## src/rtl/circuito_jogo_memoria_if.sv

```systemverilog
// Player-facing signal bundle of the sequence-memory game.
// The master side (board or bench) drives jogar and botoes.
// The slave side (the game core) drives the result flags and the debug displays.
interface circuito_jogo_memoria_if;
   logic       jogar;
   logic [3:0] botoes;
   logic [3:0] leds;
   logic       ganhou;
   logic       perdeu;
   logic       pronto;
   logic [6:0] db_contagem;
   logic [6:0] db_memoria;
   logic [6:0] db_estado;
   logic [6:0] db_jogadafeita;
   logic [6:0] db_rodada;
   logic       db_clock;
   logic       db_jogada_correta;
   logic       db_tem_jogada;
   logic       db_enderecoIgualRodada;
   logic       db_timeout;

   modport master (
      output jogar, botoes,
      input  leds, ganhou, perdeu, pronto,
      input  db_contagem, db_memoria, db_estado, db_jogadafeita, db_rodada,
      input  db_clock, db_jogada_correta, db_tem_jogada, db_enderecoIgualRodada, db_timeout
   );

   modport slave (
      input  jogar, botoes,
      output leds, ganhou, perdeu, pronto,
      output db_contagem, db_memoria, db_estado, db_jogadafeita, db_rodada,
      output db_clock, db_jogada_correta, db_tem_jogada, db_enderecoIgualRodada, db_timeout
   );
endinterface

```

## src/rtl/circuito_jogo_memoria.sv

```systemverilog
// Sequence-memory game ("Genius") core.
// The player repeats a fixed 16-entry sequence in growing rounds: round R asks
// for entries 0..R. The game ends on a full win, a wrong button, or when no
// button is pressed for TIMEOUT_CYCLES clocks while the game waits for a play.
module circuito_jogo_memoria #(
   parameter int TIMEOUT_CYCLES = 150_000_000
) (
   input logic                     clock,
   input logic                     reset,
   circuito_jogo_memoria_if.slave  bus
);

   localparam int TW = (TIMEOUT_CYCLES > 1) ? $clog2(TIMEOUT_CYCLES) : 1;
   localparam logic [TW-1:0] TIMER_LAST = TW'(TIMEOUT_CYCLES - 1);

   typedef enum logic [3:0] {
      INICIAL     = 4'h0,
      PREPARA     = 4'h1,
      ESPERA      = 4'h2,
      REGISTRA    = 4'h4,
      COMPARA     = 4'h5,
      PROX_JOGADA = 4'h6,
      PROX_RODADA = 4'h7,
      FIM_ACERTO  = 4'hA,
      FIM_TIMEOUT = 4'hD,
      FIM_ERRO    = 4'hE
   } estado_t;

   estado_t       r_estado;
   estado_t       w_proxEstado;

   logic [3:0]    r_rodada;
   logic [3:0]    r_contagem;
   logic [3:0]    r_jogada;
   logic [3:0]    r_botoesPrev;
   logic [TW-1:0] r_timer;

   logic          w_temJogada;
   logic          w_memoria;
   logic [3:0]    w_romDado;
   logic          w_jogadaCorreta;
   logic          w_enderecoIgualRodada;
   logic          w_timerFim;
   logic          w_limpaTudo;
   logic          w_registraJogada;
   logic          w_incTimer;
   logic          w_incContagem;
   logic          w_incRodada;

   // Fixed game sequence, one-hot per button.
   function automatic logic [3:0] romSequencia(input logic [3:0] endereco);
      case (endereco)
         4'd0:    romSequencia = 4'b0001;
         4'd1:    romSequencia = 4'b0010;
         4'd2:    romSequencia = 4'b0100;
         4'd3:    romSequencia = 4'b1000;
         4'd4:    romSequencia = 4'b0100;
         4'd5:    romSequencia = 4'b0010;
         4'd6:    romSequencia = 4'b0001;
         4'd7:    romSequencia = 4'b0001;
         4'd8:    romSequencia = 4'b0010;
         4'd9:    romSequencia = 4'b0010;
         4'd10:   romSequencia = 4'b0100;
         4'd11:   romSequencia = 4'b0100;
         4'd12:   romSequencia = 4'b1000;
         4'd13:   romSequencia = 4'b1000;
         4'd14:   romSequencia = 4'b0001;
         default: romSequencia = 4'b0100;
      endcase
   endfunction

   // Hex digit to active-low seven-segment pattern, bit order gfedcba.
   function automatic logic [6:0] hex7seg(input logic [3:0] valor);
      case (valor)
         4'h0:    hex7seg = 7'h40;
         4'h1:    hex7seg = 7'h79;
         4'h2:    hex7seg = 7'h24;
         4'h3:    hex7seg = 7'h30;
         4'h4:    hex7seg = 7'h19;
         4'h5:    hex7seg = 7'h12;
         4'h6:    hex7seg = 7'h02;
         4'h7:    hex7seg = 7'h78;
         4'h8:    hex7seg = 7'h00;
         4'h9:    hex7seg = 7'h10;
         4'hA:    hex7seg = 7'h08;
         4'hB:    hex7seg = 7'h03;
         4'hC:    hex7seg = 7'h46;
         4'hD:    hex7seg = 7'h21;
         4'hE:    hex7seg = 7'h06;
         default: hex7seg = 7'h0E;
      endcase
   endfunction

   // A press is the rising edge of "any button down"; holding a button counts once.
   assign w_temJogada           = (|bus.botoes) & ~(|r_botoesPrev);
   assign w_romDado             = romSequencia(r_contagem);
   assign w_memoria             = (r_jogada == w_romDado);
   assign w_jogadaCorreta       = w_memoria;
   assign w_enderecoIgualRodada = (r_contagem == r_rodada);
   assign w_timerFim            = (r_timer == TIMER_LAST);

   // State register; reset is synchronous and beats any pending transition.
   always_ff @(posedge clock) begin
      if (reset) r_estado <= INICIAL;
      else       r_estado <= w_proxEstado;
   end

   // Next-state decision plus the one-cycle datapath strobes for each state.
   always_comb begin
      w_proxEstado     = r_estado;
      w_limpaTudo      = 1'b0;
      w_registraJogada = 1'b0;
      w_incTimer       = 1'b0;
      w_incContagem    = 1'b0;
      w_incRodada      = 1'b0;
      case (r_estado)
         INICIAL: begin
            if (bus.jogar) w_proxEstado = PREPARA;
         end
         PREPARA: begin
            w_limpaTudo  = 1'b1;
            w_proxEstado = ESPERA;
         end
         ESPERA: begin
            if (w_temJogada) begin
               w_registraJogada = 1'b1;
               w_proxEstado     = REGISTRA;
            end else if (w_timerFim) begin
               w_proxEstado = FIM_TIMEOUT;
            end else begin
               w_incTimer = 1'b1;
            end
         end
         REGISTRA: begin
            w_proxEstado = COMPARA;
         end
         COMPARA: begin
            if (!w_jogadaCorreta)            w_proxEstado = FIM_ERRO;
            else if (!w_enderecoIgualRodada) w_proxEstado = PROX_JOGADA;
            else if (r_rodada == 4'hF)       w_proxEstado = FIM_ACERTO;
            else                             w_proxEstado = PROX_RODADA;
         end
         PROX_JOGADA: begin
            w_incContagem = 1'b1;
            w_proxEstado  = ESPERA;
         end
         PROX_RODADA: begin
            w_incRodada  = 1'b1;
            w_proxEstado = ESPERA;
         end
         FIM_ACERTO, FIM_ERRO, FIM_TIMEOUT: begin
            if (bus.jogar) w_proxEstado = PREPARA;
         end
         default: begin
            w_proxEstado = INICIAL;
         end
      endcase
   end

   // Datapath: round/play counters, play register, idle timer and press-edge history.
   always_ff @(posedge clock) begin
      if (reset) begin
         r_rodada     <= 4'd0;
         r_contagem   <= 4'd0;
         r_jogada     <= 4'd0;
         r_timer      <= '0;
         r_botoesPrev <= 4'd0;
      end else begin
         r_botoesPrev <= bus.botoes;
         if (w_limpaTudo) begin
            r_rodada   <= 4'd0;
            r_contagem <= 4'd0;
            r_jogada   <= 4'd0;
            r_timer    <= '0;
         end
         if (w_registraJogada) begin
            r_jogada <= bus.botoes;
            r_timer  <= '0;
         end
         if (w_incTimer)    r_timer    <= r_timer + TW'(1);
         if (w_incContagem) r_contagem <= r_contagem + 4'd1;
         if (w_incRodada) begin
            r_rodada   <= r_rodada + 4'd1;
            r_contagem <= 4'd0;
            r_timer    <= '0;
         end
      end
   end

   assign bus.leds                   = r_jogada;
   assign bus.ganhou                 = (r_estado == FIM_ACERTO);
   assign bus.perdeu                 = (r_estado == FIM_ERRO) || (r_estado == FIM_TIMEOUT);
   assign bus.pronto                 = bus.ganhou || bus.perdeu;
   assign bus.db_contagem            = hex7seg(r_contagem);
   assign bus.db_memoria             = hex7seg(w_romDado);
   assign bus.db_estado              = hex7seg(r_estado);
   assign bus.db_jogadafeita         = hex7seg(r_jogada);
   assign bus.db_rodada              = hex7seg(r_rodada);
   assign bus.db_clock               = clock;
   assign bus.db_jogada_correta      = w_jogadaCorreta;
   assign bus.db_tem_jogada          = w_temJogada;
   assign bus.db_enderecoIgualRodada = w_enderecoIgualRodada;
   assign bus.db_timeout             = w_timerFim;

endmodule

```

## src/flat_wrapper.sv

```systemverilog
// flat-port wrapper written by rule: the top's interface ports become plain ports
module circuito_jogo_memoria_flat 
#(
   parameter int TIMEOUT_CYCLES = 150_000_000
)
  (clock, reset, bus_jogar, bus_botoes, bus_leds, bus_ganhou, bus_perdeu, bus_pronto, bus_db_contagem, bus_db_memoria, bus_db_estado, bus_db_jogadafeita, bus_db_rodada, bus_db_clock, bus_db_jogada_correta, bus_db_tem_jogada, bus_db_enderecoIgualRodada, bus_db_timeout);
  circuito_jogo_memoria_if bus_i ();
  input logic clock;
  input logic reset;
  input wire logic [$bits(bus_i.jogar)-1:0] bus_jogar;
  input wire logic [$bits(bus_i.botoes)-1:0] bus_botoes;
  output wire logic [$bits(bus_i.leds)-1:0] bus_leds;
  output wire logic [$bits(bus_i.ganhou)-1:0] bus_ganhou;
  output wire logic [$bits(bus_i.perdeu)-1:0] bus_perdeu;
  output wire logic [$bits(bus_i.pronto)-1:0] bus_pronto;
  output wire logic [$bits(bus_i.db_contagem)-1:0] bus_db_contagem;
  output wire logic [$bits(bus_i.db_memoria)-1:0] bus_db_memoria;
  output wire logic [$bits(bus_i.db_estado)-1:0] bus_db_estado;
  output wire logic [$bits(bus_i.db_jogadafeita)-1:0] bus_db_jogadafeita;
  output wire logic [$bits(bus_i.db_rodada)-1:0] bus_db_rodada;
  output wire logic [$bits(bus_i.db_clock)-1:0] bus_db_clock;
  output wire logic [$bits(bus_i.db_jogada_correta)-1:0] bus_db_jogada_correta;
  output wire logic [$bits(bus_i.db_tem_jogada)-1:0] bus_db_tem_jogada;
  output wire logic [$bits(bus_i.db_enderecoIgualRodada)-1:0] bus_db_enderecoIgualRodada;
  output wire logic [$bits(bus_i.db_timeout)-1:0] bus_db_timeout;
  assign bus_i.jogar = bus_jogar;
  assign bus_i.botoes = bus_botoes;
  assign bus_leds = bus_i.leds;
  assign bus_ganhou = bus_i.ganhou;
  assign bus_perdeu = bus_i.perdeu;
  assign bus_pronto = bus_i.pronto;
  assign bus_db_contagem = bus_i.db_contagem;
  assign bus_db_memoria = bus_i.db_memoria;
  assign bus_db_estado = bus_i.db_estado;
  assign bus_db_jogadafeita = bus_i.db_jogadafeita;
  assign bus_db_rodada = bus_i.db_rodada;
  assign bus_db_clock = bus_i.db_clock;
  assign bus_db_jogada_correta = bus_i.db_jogada_correta;
  assign bus_db_tem_jogada = bus_i.db_tem_jogada;
  assign bus_db_enderecoIgualRodada = bus_i.db_enderecoIgualRodada;
  assign bus_db_timeout = bus_i.db_timeout;
  circuito_jogo_memoria #(.TIMEOUT_CYCLES(TIMEOUT_CYCLES)) u_core (.clock(clock), .reset(reset), .bus(bus_i));
endmodule
```

## config.mk

```make
export PLATFORM = sky130hd
export DESIGN_NAME = circuito_jogo_memoria_flat
export DESIGN_NICKNAME = d
export VERILOG_FILES = /design/src/rtl/circuito_jogo_memoria_if.sv /design/src/rtl/circuito_jogo_memoria.sv /design/src/flat_wrapper.sv
export SDC_FILE = /design/constraint.sdc
export NUM_CORES = 1
export LEC_CHECK = 0
export CAP_MARGIN = 10
export CORE_UTILIZATION = 45
export DETAILED_ROUTE_END_ITERATION = 10
export PLACE_DENSITY = 0.64
export SYNTH_ARGS = -nofsm -noshare
export SYNTH_HDL_FRONTEND = slang
export SYNTH_SLANG_ARGS = --single-unit
export TNS_END_PERCENT = 30
```

## constraint.sdc

```tcl
create_clock -name clock -period 6.14 [get_ports clock]
set_input_delay 1.228 -clock clock [delete_from_list [all_inputs] [get_ports clock]]
set_output_delay 1.228 -clock clock [all_outputs]
set_load 0.05 [all_outputs]
```

Word level (Yosys, flattened, before mapping) --
Memory sizes are Yosys's and may differ from the RTL's. A register that Yosys moved wholly into a read port is not among the register bits. Cells that the tools add are included.
Cells by class: equality and inequality tests 15, add/subtract/negate cells 3, bitwise gates (word level) 2, multiplexer cells 32, reduce and logical (&&, ||, !) cells 13
Operators by type and width (count):
- 28-bit 2-to-1 mux | 3
- 4-bit 2-to-1 mux | 20
- 28-bit by 1-bit adder with 28-bit output, second input constant | 1
- 28-bit == test, second input constant | 1
- 4-bit one-hot mux with 5 select lines | 1
- 4-bit by 3-bit == test with 1-bit output, second input constant | 4
- 4-bit == test, second input constant | 4
- 4-bit OR reduction | 3
- 4-bit by 1-bit adder with 4-bit output, second input constant | 2
- 4-bit == test | 2
- 1-bit 2-to-1 mux | 8
- 2-bit nonzero test | 3
- 4-bit by 1-bit == test with 1-bit output, second input constant | 1
- 4-bit by 2-bit == test with 1-bit output, second input constant | 1
- 4-bit zero test | 1
- 3-bit inequality test, second input constant | 1
- 3-bit nonzero test | 1
- 3-bit OR reduction | 1
- 1-bit logical OR | 2
- 2-bit by 1-bit inequality test with 1-bit output, second input constant | 1
- 2-bit AND reduction | 1
- 2-bit OR reduction | 1
- 1-bit AND | 1
- 1-bit NOT | 1
Word-level totals: register bits after elaboration 48, output and inout bits 47, logic and storage cells 77, memories kept 6, ROM bits 624
Memory list:
- (name not given) | words 16, bits a word 7, read ports 1, clocked after Yosys merged registers in 1, wr ports 0, line circuito_jogo_memoria.sv:74 | case (valor)
- (name not given) | words 16, bits a word 7, read ports 1, clocked after Yosys merged registers in 1, wr ports 0, line circuito_jogo_memoria.sv:74
- (name not given) | words 16, bits a word 7, read ports 1, clocked after Yosys merged registers in 1, wr ports 0, line circuito_jogo_memoria.sv:74
- (name not given) | words 16, bits a word 7, read ports 1, clocked after Yosys merged registers in 0, wr ports 0, line circuito_jogo_memoria.sv:74
- (name not given) | words 16, bits a word 7, read ports 1, clocked after Yosys merged registers in 1, wr ports 0, line circuito_jogo_memoria.sv:74
- (name not given) | words 16, bits a word 4, read ports 1, clocked after Yosys merged registers in 1, wr ports 0, line circuito_jogo_memoria.sv:52 | case (endereco)

Logic depth before layout (Yosys ltp) --
Gate-level depths: netlist of the first run.
word-level depth 8, mapped depth 13, mapped depth without buffers 12

==> results.md, run 1 <==
- Worst Setup Start Kind: clock port
- Worst Skew: 0.009979 ns
- Post-route DRC: 0
- Comb power frac: 38.6%
- P&R area growth vs syn: 18.84%
- P per Cell Area: 336.1 mW/mm^2
- Clock latency on the worst-skew pair: 0.48 ns
- IO Pins: 54
- Mapped Cells: 548
- CP Cell Sequence: clkbuf_8 > clkbuf_8 > clkdlybuf4s50_1
- Die area: 0.01094 mm^2
- Synthesized flop and latch total: 80
- Slowest stage cell, crit path: clkdlybuf4s50_1
- Mapped cell area: 0.004736 mm^2
- Core area: approximately 0.010 mm^2
- Die Ht: 104.6 um
- WS Path Type: clock port to primary output
- Total track usage: 20.21%
- Core Rows: 37
- Share of cells above drive strength 1: 10.15%
- Fill cells: 979
- DR WL/cell: 14.26 um
- Min setup slack post-route: 0.9300 ns
- Seq. cell area: 0.001602 mm^2
- HP Class: flip-flop to flip-flop
- DP HPWL: 7528 um
- DP Worst Slack: 1.108 ns
- Slew Limit Headroom: 33.28%
- Multi-input combinational cell area: 0.002903 mm^2
- Mean Syn Cell Area: 8.642 um^2
- # Max-Cap Violations: 0
- RSZ-0062 raised after global routing: false
- Worst Path Max Fanout: 2
- Post-synth EDFFs: 0
- Final-report setup violation count: 0
- Antenna Nets Post-Route: 0
- Worst path max stage delay: 0.69 ns
- GRT Residual Overflow: 0
- Status: completed
- Peak VDD IR: 0.1629 mV
- GP Congestion: 0.8779
- Vias per inst: 5.513
- First-pass GRT wire length: 17,840 um
- # diodes: 0
- Slew Limit Fails: 0
- Top_reg_cell synth: dfxtp_1
- Yosys top cell area share: 33.82%
- Most used cell, CP: clkbuf_8
- Initial antenna violation count: 0
- Starting Density: 46.08%
- Cts repair resizes: 0
- FFs w/ async S/R, synth: 0%
- Drt pass-1 iters: 4
- Sum of negative setup slack: 0 ns
- Hold Vio Cnt, Final: 0
- Internal: 0.001130 W
- Clock transition at path regs: 0.08 ns
- Sequential fraction of design power: 33.5%
- Initial DRC count: between 200 and 300
- Clock power frac: 27.8%
- Sw frac: 40.27%
- CTS Hold Bufs: 0
- Vias in the first global route: 3,757
- Yosys top cell by area: dfxtp_1
- Synth Net Count: ~590
- Final instance area: ~0.0056 mm^2
- Largest net degree at the start of global routing: 32
- # nets final: about 640
- Ys Warns: 0
- Req. time, crit path: about 5 ns
- Yosys cell types: 72
- Total Routed Length: 10,510 um
- Leakage dissipation: 2.107 nW
- Die W: 104.6 um
- Placed cell areas: 0.005366 mm^2
- Total number of vias: 4,063
- Post-synthesis sequential area ratio: 33.82%
- Buffers added on ports: 53
- Commonest non-fill, non-tap cell in the layout: dfxtp_1
- Arr. time, crit path: 3.98 ns
- CTS tree: yes
- Sw Pwr: between 0.0007 and 0.0008 W
- Setup bufs post-CTS: 0
- Worst setup EP type: primary output
- Slew @ Worst Pin: approximately 1.0 ns
- Most frequent cells in the layout: 80 x dfxtp_1, 53 x clkdlybuf4s50_1, 52 x nand2_1, 45 x nor2_1, 33 x ha_1
- Top cells by area, synth: dfxtp_1 34%, ha_1 8.7%, nand2_1 4.1%
critical path: cells and delay by family:
kind | cells | cell delay [ns]
buffers and inverters | 3 | 0.92
flip-flops by register name, summed over array words and instances, names as in the netlist:
signal,count
u_core.bus.db_contagem,7
u_core.bus.db_estado,7
u_core.bus.db_jogadafeita,7
u_core.bus.db_rodada,7
u_core.bus.leds,4
u_core.r_botoesPrev,4
u_core.r_contagem,4
u_core.r_estado,4
u_core.r_rodada,4
u_core.r_timer,28
u_core.w_romDado,4
kinds of logic (layout without fill, tap and decap cells):
kind of cell	count (synthesis)	in the layout	share of synthesized area (%)
flops	80	80	33.82
fa+ha+maj	33	33	8.719
xor+xnor	16	16	2.959
simple gates	214	214	24.25
compound gates	119	119	17.44
mux	30	30	7.794
buf+inv	56	109	5.020
layout make-up:
| cell class | instances | share of cell area, % |
|---|---|---|
| Clock buffer | 16 | 3.668 |
| Tap cell | 136 | 3.024 |
| Multi-Input combinational cell | 412 | 51.58 |
| Clock inverter | 3 | 1.156 |
| Timing Repair Buffer | 57 | 9.916 |
| Sequential cell | 80 | 28.46 |
| Inverter | 33 | 2.201 |
power by group through the flow:
stage	Sequential, W	Clock, W	Combinational [W]
2_1_floorplan	0.000718	0.0000351	0.000461
6_report	0.000635	0.000526	0.000731
4_1_cts	0.000634	0.000539	0.000733
3_3_place_gp	0.000646	0.0000376	0.000719
5_1_grt	0.000645	0.000566	0.000798
3_5_place_dp	0.000647	0.0000376	0.000730
path summary, 6_finish.rpt:
kind                            from                      end  slack (ns)  depth (start not counted)
setup / recovery               clock             bus_db_clock        0.93                          3
hold reg to reg   u_core.r_timer[27]       u_core.r_timer[27]        0.49                          1
hold / removal    u_core.r_timer[27]       u_core.r_timer[27]        0.49                          1
setup reg to reg  u_core.r_estado[1]  u_core.bus.db_estado[3]        2.29                         10
through the flow:
step / hold WS, ns / std cells / utilization [%] / total power [W]
2_1_floorplan: 0.4326 / 548 / - / 0.001214
3_3_place_gp: 0.4505 / 719 / 52.22 / 0.001403
3_5_place_dp: 0.4658 / 719 / 52.22 / 0.001415
4_1_cts: 0.4781 / 737 / 54.76 / 0.001907
5_1_grt: 0.5143 / 737 / 54.76 / 0.002008
6_report: 0.4861 / 737 / 54.76 / 0.001892
synthesized netlist by cell type, types with 13 or more instances:
cell	count
dfxtp_1	80
nand2_1	52
nor2_1	45
ha_1	33
inv_1	31
a21oi_1	30
o21ai_0	20
clkbuf_1	17
nand3_1	15
mux2i_1	14
nand2b_1	13
nor2b_1	13
per-layer routing:
layer  wire length (um)  GRT usage, %  vias to the layer above
met2               4688         31.08                       78
met5                  0             0                        -
met1               5232         27.08                     1909
met3                407         4.180                       19
met4                180         9.457                        0
li1                   -             -                     2057
Note: power is estimated with default switching activity, not from simulation.
==> run 2, diff against run 1 <==
- clock period: 6.14 -> 4.9 ns (I/O delays scaled with it)
==> run 2 against run 1 <==
Compared with the run above: register-to-register slack got worse by 0.97 ns; flip-flop and latch count did not move; combinational power increased by 27%; utilization is 0.085 points higher.
==> results.md, run 2 (synthesized netlist as in run 1, its figures left out) <==
- Vias in the first global route: between 3,000 and 4,000
- Critical R2R Launch: u_core.w_romDado[3]
- DP HPWL: 7572 um
- Arr. time, crit path: 3.36 ns
- DR WL/cell: 14.38 um
- Req. time, crit path: 3.92 ns
- Slew Limit Headroom: a little over a third
- Drt pass-1 iters: 5
- Most used cell, CP: clkbuf_8
- Antenna Nets Post-Route: 0
- Setup bufs post-CTS: 0
- Final-report setup violation count: 0
- Die W: 104.6 um
- Clock latency on the worst-skew pair: 0.47 ns
- Worst-case reg-to-reg path depth: 10
- P per Cell Area: 420.7 mW/mm^2
- DP Worst Slack: between 0.6 and 0.7 ns
- Worst path bufs/invs: 3
- Hold Vio Cnt, Final: 0
- Worst setup EP type: primary output
- WS Path Type: clock port to primary output
- Vias per inst: 5.546
- Die Ht: 104.6 um
- Worst path max stage delay: 0.69 ns
- Buffers added on ports: 53
- Final instance area: 0.005637 mm^2
- Initial DRC count: approximately 220
- First-pass GRT wire length: 17,730 um
- Placed insts: 721
- Clock power frac: between 20% and 30%
- Core area: 0.01028 mm^2
- Total Routed Length: 10,640 um
- Reg2reg setup slack: 1.32 ns
- Slew @ Worst Pin: ~0.97 ns
- Worst path top cell family by delay: buffers and inverters
- Initial antenna violation count: 0
- Total track usage: 20.09%
- Share of cells above drive strength 1: about a tenth
- Status: completed
- Sw frac: 40.45%
- GRT Residual Overflow: 0
- Slew Limit Fails: 0
- # Max-Cap Violations: 0
- Worst Setup Start Kind: clock port
- # diodes: 0
- Sequential fraction of design power: 33.5%
- CTS Hold Bufs: 0
- Hold WS: 0.4908 ns
- Slowest stage cell, crit path: clkdlybuf4s50_1
- Clock transition at path regs: 0.08 ns
- Die area: roughly 0.011 mm^2
- Reg with most FFs: u_core.r_timer
- Largest net degree at the start of global routing: 33
- HP Class: flip-flop to flip-flop
- Max reg flops: 28
- Min setup slack post-route: 0.5581 ns
- Internal: 0.001412 W
- Worst r2r dst: u_core.bus.db_estado[3]
- Hold_sp: u_core.r_timer[1]
- Hold path endpoint: u_core.r_timer[1]
- CTS tree: yes
- IO Pins: 54
- RSZ-0062 raised after global routing: false
- WP depth: 3
- Comb power frac: 39.2%
- Cts repair resizes: 0
- CP Cell Sequence: clkbuf_8 > clkbuf_8 > clkdlybuf4s50_1
- Peak VDD IR: 0.2748 mV
- Total number of vias: approximately 4,000
- Worst Path Max Fanout: 2
- Post-route DRC: 0
- # nets final: approximately 640
- Non-Filler Instances: 740
- Fill cells: 954
- Starting Density: a little under half
- Placed cell areas: ~0.0054 mm^2
- Leakage dissipation: roughly 2.1 nW
- P&R area growth vs syn: 19.02%
- Core Rows: 37
- GP Congestion: around 0.84
- Most frequent cells in the layout: 80 x dfxtp_1, 53 x clkdlybuf4s50_1, 52 x nand2_1, 45 x nor2_1, 33 x ha_1
- Sw Pwr: 0.0009592 W
- Sum of negative setup slack: 0 ns
- Commonest non-fill, non-tap cell in the layout: dfxtp_1
- Cell depth of the worst hold path: 2
- Worst Skew: 0.008747 ns
run 2: cell types whose count changed in the layout (fill, tap and decap cells not counted):
cell and delta:
clkbuf_1 +2, buf_4 +2, clkbuf_8 -1
run 2: metal layers:
layer  track usage, %  routed length [um]
met5                0                   0
met1            26.51                5103
met2            32.07                4886
met4            9.557                 196
met3            3.182                 451
run 2: per-stage QoR:
| step | utilization [%] | total power (W) |
|---|---|---|
| CTS | 54.85 | 0.002386 |
| floorplan | - | 0.001521 |
| global route | 54.85 | 0.002507 |
| global placement | 52.36 | 0.001762 |
| detailed placement | 52.36 | 0.001776 |
| finish | 54.85 | 0.002371 |
run 2: final cells by class:
type	count	area [um^2]	area share [%]
Inverter	33	123.9	2.198
Clock buffer	17	200.2	3.552
Clock inverter	3	65.06	1.154
Timing Repair Buffer	59	573.1	10.17
Sequential cell	80	1602	28.41
Tap cell	136	170.2	3.019
Multi-Input combinational cell	412	2903	51.50
run 2: how the worst max path moves through the flow:
stage               slack, ns                from                      end
CTS                      0.55               clock             bus_db_clock
finish                   0.56               clock             bus_db_clock
global placement         0.74       bus_botoes[1]  u_core.bus.db_estado[3]
floorplan                0.60  u_core.bus.leds[3]  u_core.bus.db_estado[3]
detailed placement       0.66       bus_botoes[1]  u_core.bus.db_estado[3]
global route             0.52               clock             bus_db_clock
run 2: power groups by stage:
stage               combinational (W)  clock [W]  sequential, W
detailed placement           0.000919  0.0000471       0.000809
CTS                          0.000929   0.000662       0.000795
global placement             0.000907  0.0000471       0.000808
floorplan                    0.000577  0.0000440       0.000899
global route                  0.00100   0.000698       0.000806
finish                       0.000929   0.000647       0.000795
run 2: worst reg2reg max path: cells and delay by family, from the launching register on:
kind,cells,cell delay (ns)
and+or+nand+nor,3,1.02
adders and majority gates,1,0.31
muxes,1,0.45
xor gates and xnor gates,1,0.13
AOI/OAI and AO/OA,2,0.64
DFF,1,0.70
buffers and inverters,2,0.21
==> run 3, diff against run 2 <==
- PLACE_DENSITY: 0.64 -> 0.66
==> run 3 against run 2 <==
Compared with the run above: non-clock buffer count stayed put; final cell count unchanged; sequential share of layout area grew 0.13 points; via count up 0.88%; routed wire length grew 0.14%; worst hold slack got worse by 0.021 ns; clock power decreased by 10%.
==> results.md, run 3 (synthesized netlist as in run 1, its figures left out) <==
- Most used cell, CP: clkbuf_8
- Vias in the first global route: slightly below 4,000
- CP Cell Sequence: clkbuf_8 > clkbuf_8 > clkdlybuf4s50_1
- Total number of vias: slightly above 4,000
- Setup bufs post-CTS: 0
- Cts repair resizes: 0
- Peak VDD IR: 0.3604 mV
- Share of cells above drive strength 1: a little over a tenth
- # Max-Cap Violations: 0
- Layout Utilization: a little over half
- Worst setup EP type: primary output
- First-pass GRT wire length: roughly 18,000 um
- Leakage dissipation: 2.091 nW
- Slew @ Worst Pin: between 0.9 and 1 ns
- Buffers added on ports: 53
- Total track usage: 19.75%
- Worst Skew: 0.008385 ns
- Largest net degree at the start of global routing: 32
- Clock transition at path regs: about 0.080 ns
- Hold WS: 0.4702 ns
- Die W: between 100 and 150 um
- HP Class: flip-flop to flip-flop
- Drt pass-1 iters: 5
- # diodes: 0
- Slew Limit Fails: 0
- RSZ-0062 raised after global routing: false
- P&R area growth vs syn: 18.49%
- GRT Residual Overflow: 0
- Clock latency on the worst-skew pair: around 0.46 ns
- WS Path Type: clock port to primary output
- Initial DRC count: 214
- DP HPWL: ~7500 um
- CTS Hold Bufs: 0
- Commonest non-fill, non-tap cell in the layout: dfxtp_1
- Most frequent cells in the layout: 80 x dfxtp_1, 53 x clkdlybuf4s50_1, 52 x nand2_1, 45 x nor2_1, 33 x ha_1
- Initial antenna violation count: 0
- Placed insts: 721
- Total Routed Length: 10,650 um
- Die area: between 0.01 and 0.015 mm^2
- Core area: around 0.010 mm^2
- Die Ht: 104.6 um
- Core Rows: 37
- Post-route DRC: 0
- Reg with most FFs: u_core.r_timer
- Worst Path Max Fanout: 2
- P per Cell Area: 409.2 mW/mm^2
- Max reg flops: 28
- Arr. time, crit path: 3.36 ns
- Req. time, crit path: roughly 3.9 ns
- GP Congestion: 0.8752
- Slew Limit Headroom: 35.47%
- Final Power: between 0.002 and 0.0025 W
- IO Pins: 54
- Worst path max stage delay: roughly 0.69 ns
- Hold Vio Cnt, Final: 0
- Non-Filler Instances: between 700 and 800
- Worst Setup Start Kind: clock port
- Worst path bufs/invs: 3
- # nets final: 639
- Sum of negative setup slack: 0 ns
- Starting Density: 46.08%
- Final-report setup violation count: 0
- DR WL/cell: about 14 um
- Status: completed
- Worst path top cell family by delay: buffers and inverters
- CTS tree: yes
- Slowest stage cell, crit path: clkdlybuf4s50_1
- Antenna Nets Post-Route: 0
- Vias per inst: 5.595
==> run 3: stage by stage <==
step | instance area [um^2] | setup WS, ns
4_1_cts | 5612 | 0.5511
2_1_floorplan | 4736 | 0.6017
3_5_place_dp | 5381 | 0.6903
5_1_grt | 5612 | 0.5416
3_3_place_gp | 5381 | 0.7406
6_report | 5612 | 0.5592
==> run 3: per-layer routing <==
metal | up-vias | global-route usage (%) | wire length (um)
met5 | - | 0 | 0
met2 | 95 | 31.79 | 4933
li1 | 2057 | - | -
met1 | 1974 | 26.23 | 5204
met3 | 14 | 3.244 | 367
met4 | 0 | 8.149 | 147
==> run 3: final cells by class <==
type / count / area (um^2)
multi-input cells: 412 / 2903
fillers: 981 / 4666
repair buffers: 59 / 573.1
inverters: 33 / 123.9
flip-flops and latches: 80 / 1602
clock buffers: 15 / 182.7
clock inverters: 5 / 57.56
well taps: 136 / 170.2
==> run 3: power breakdown <==
part	switching, W	leakage, nW	total [W]	internal, W
clock network	0.000281	0.111	0.000582	0.000300
registers	0.0000824	0.649	0.000795	0.000712
logic	0.000587	1.33	0.000920	0.000332
total	0.000951	2.09	0.00230	0.00135
==> run 3: worst paths after layout <==
path | startpoint | to | slack (ns) | depth (start not counted)
worst min register to register | u_core.r_timer[27] | u_core.r_timer[27] | 0.47 | 1
worst min-delay path | u_core.r_timer[27] | u_core.r_timer[27] | 0.47 | 1
worst max register to register | u_core.w_romDado[3] | u_core.bus.db_estado[3] | 1.46 | 10
worst max-delay path | clock | bus_db_clock | 0.56 | 3
==> run 3: worst register-to-register path, delay by kind of cell, from the launching register on <==
kind	cells	cell delay [ns]
muxes	1	0.44
and+or+nand+nor	3	1.00
buffers and inverters	2	0.18
adders and majority gates	1	0.30
xor gates and xnor gates	1	0.13
AOI/OAI and AO/OA	2	0.59
DFF	1	0.68
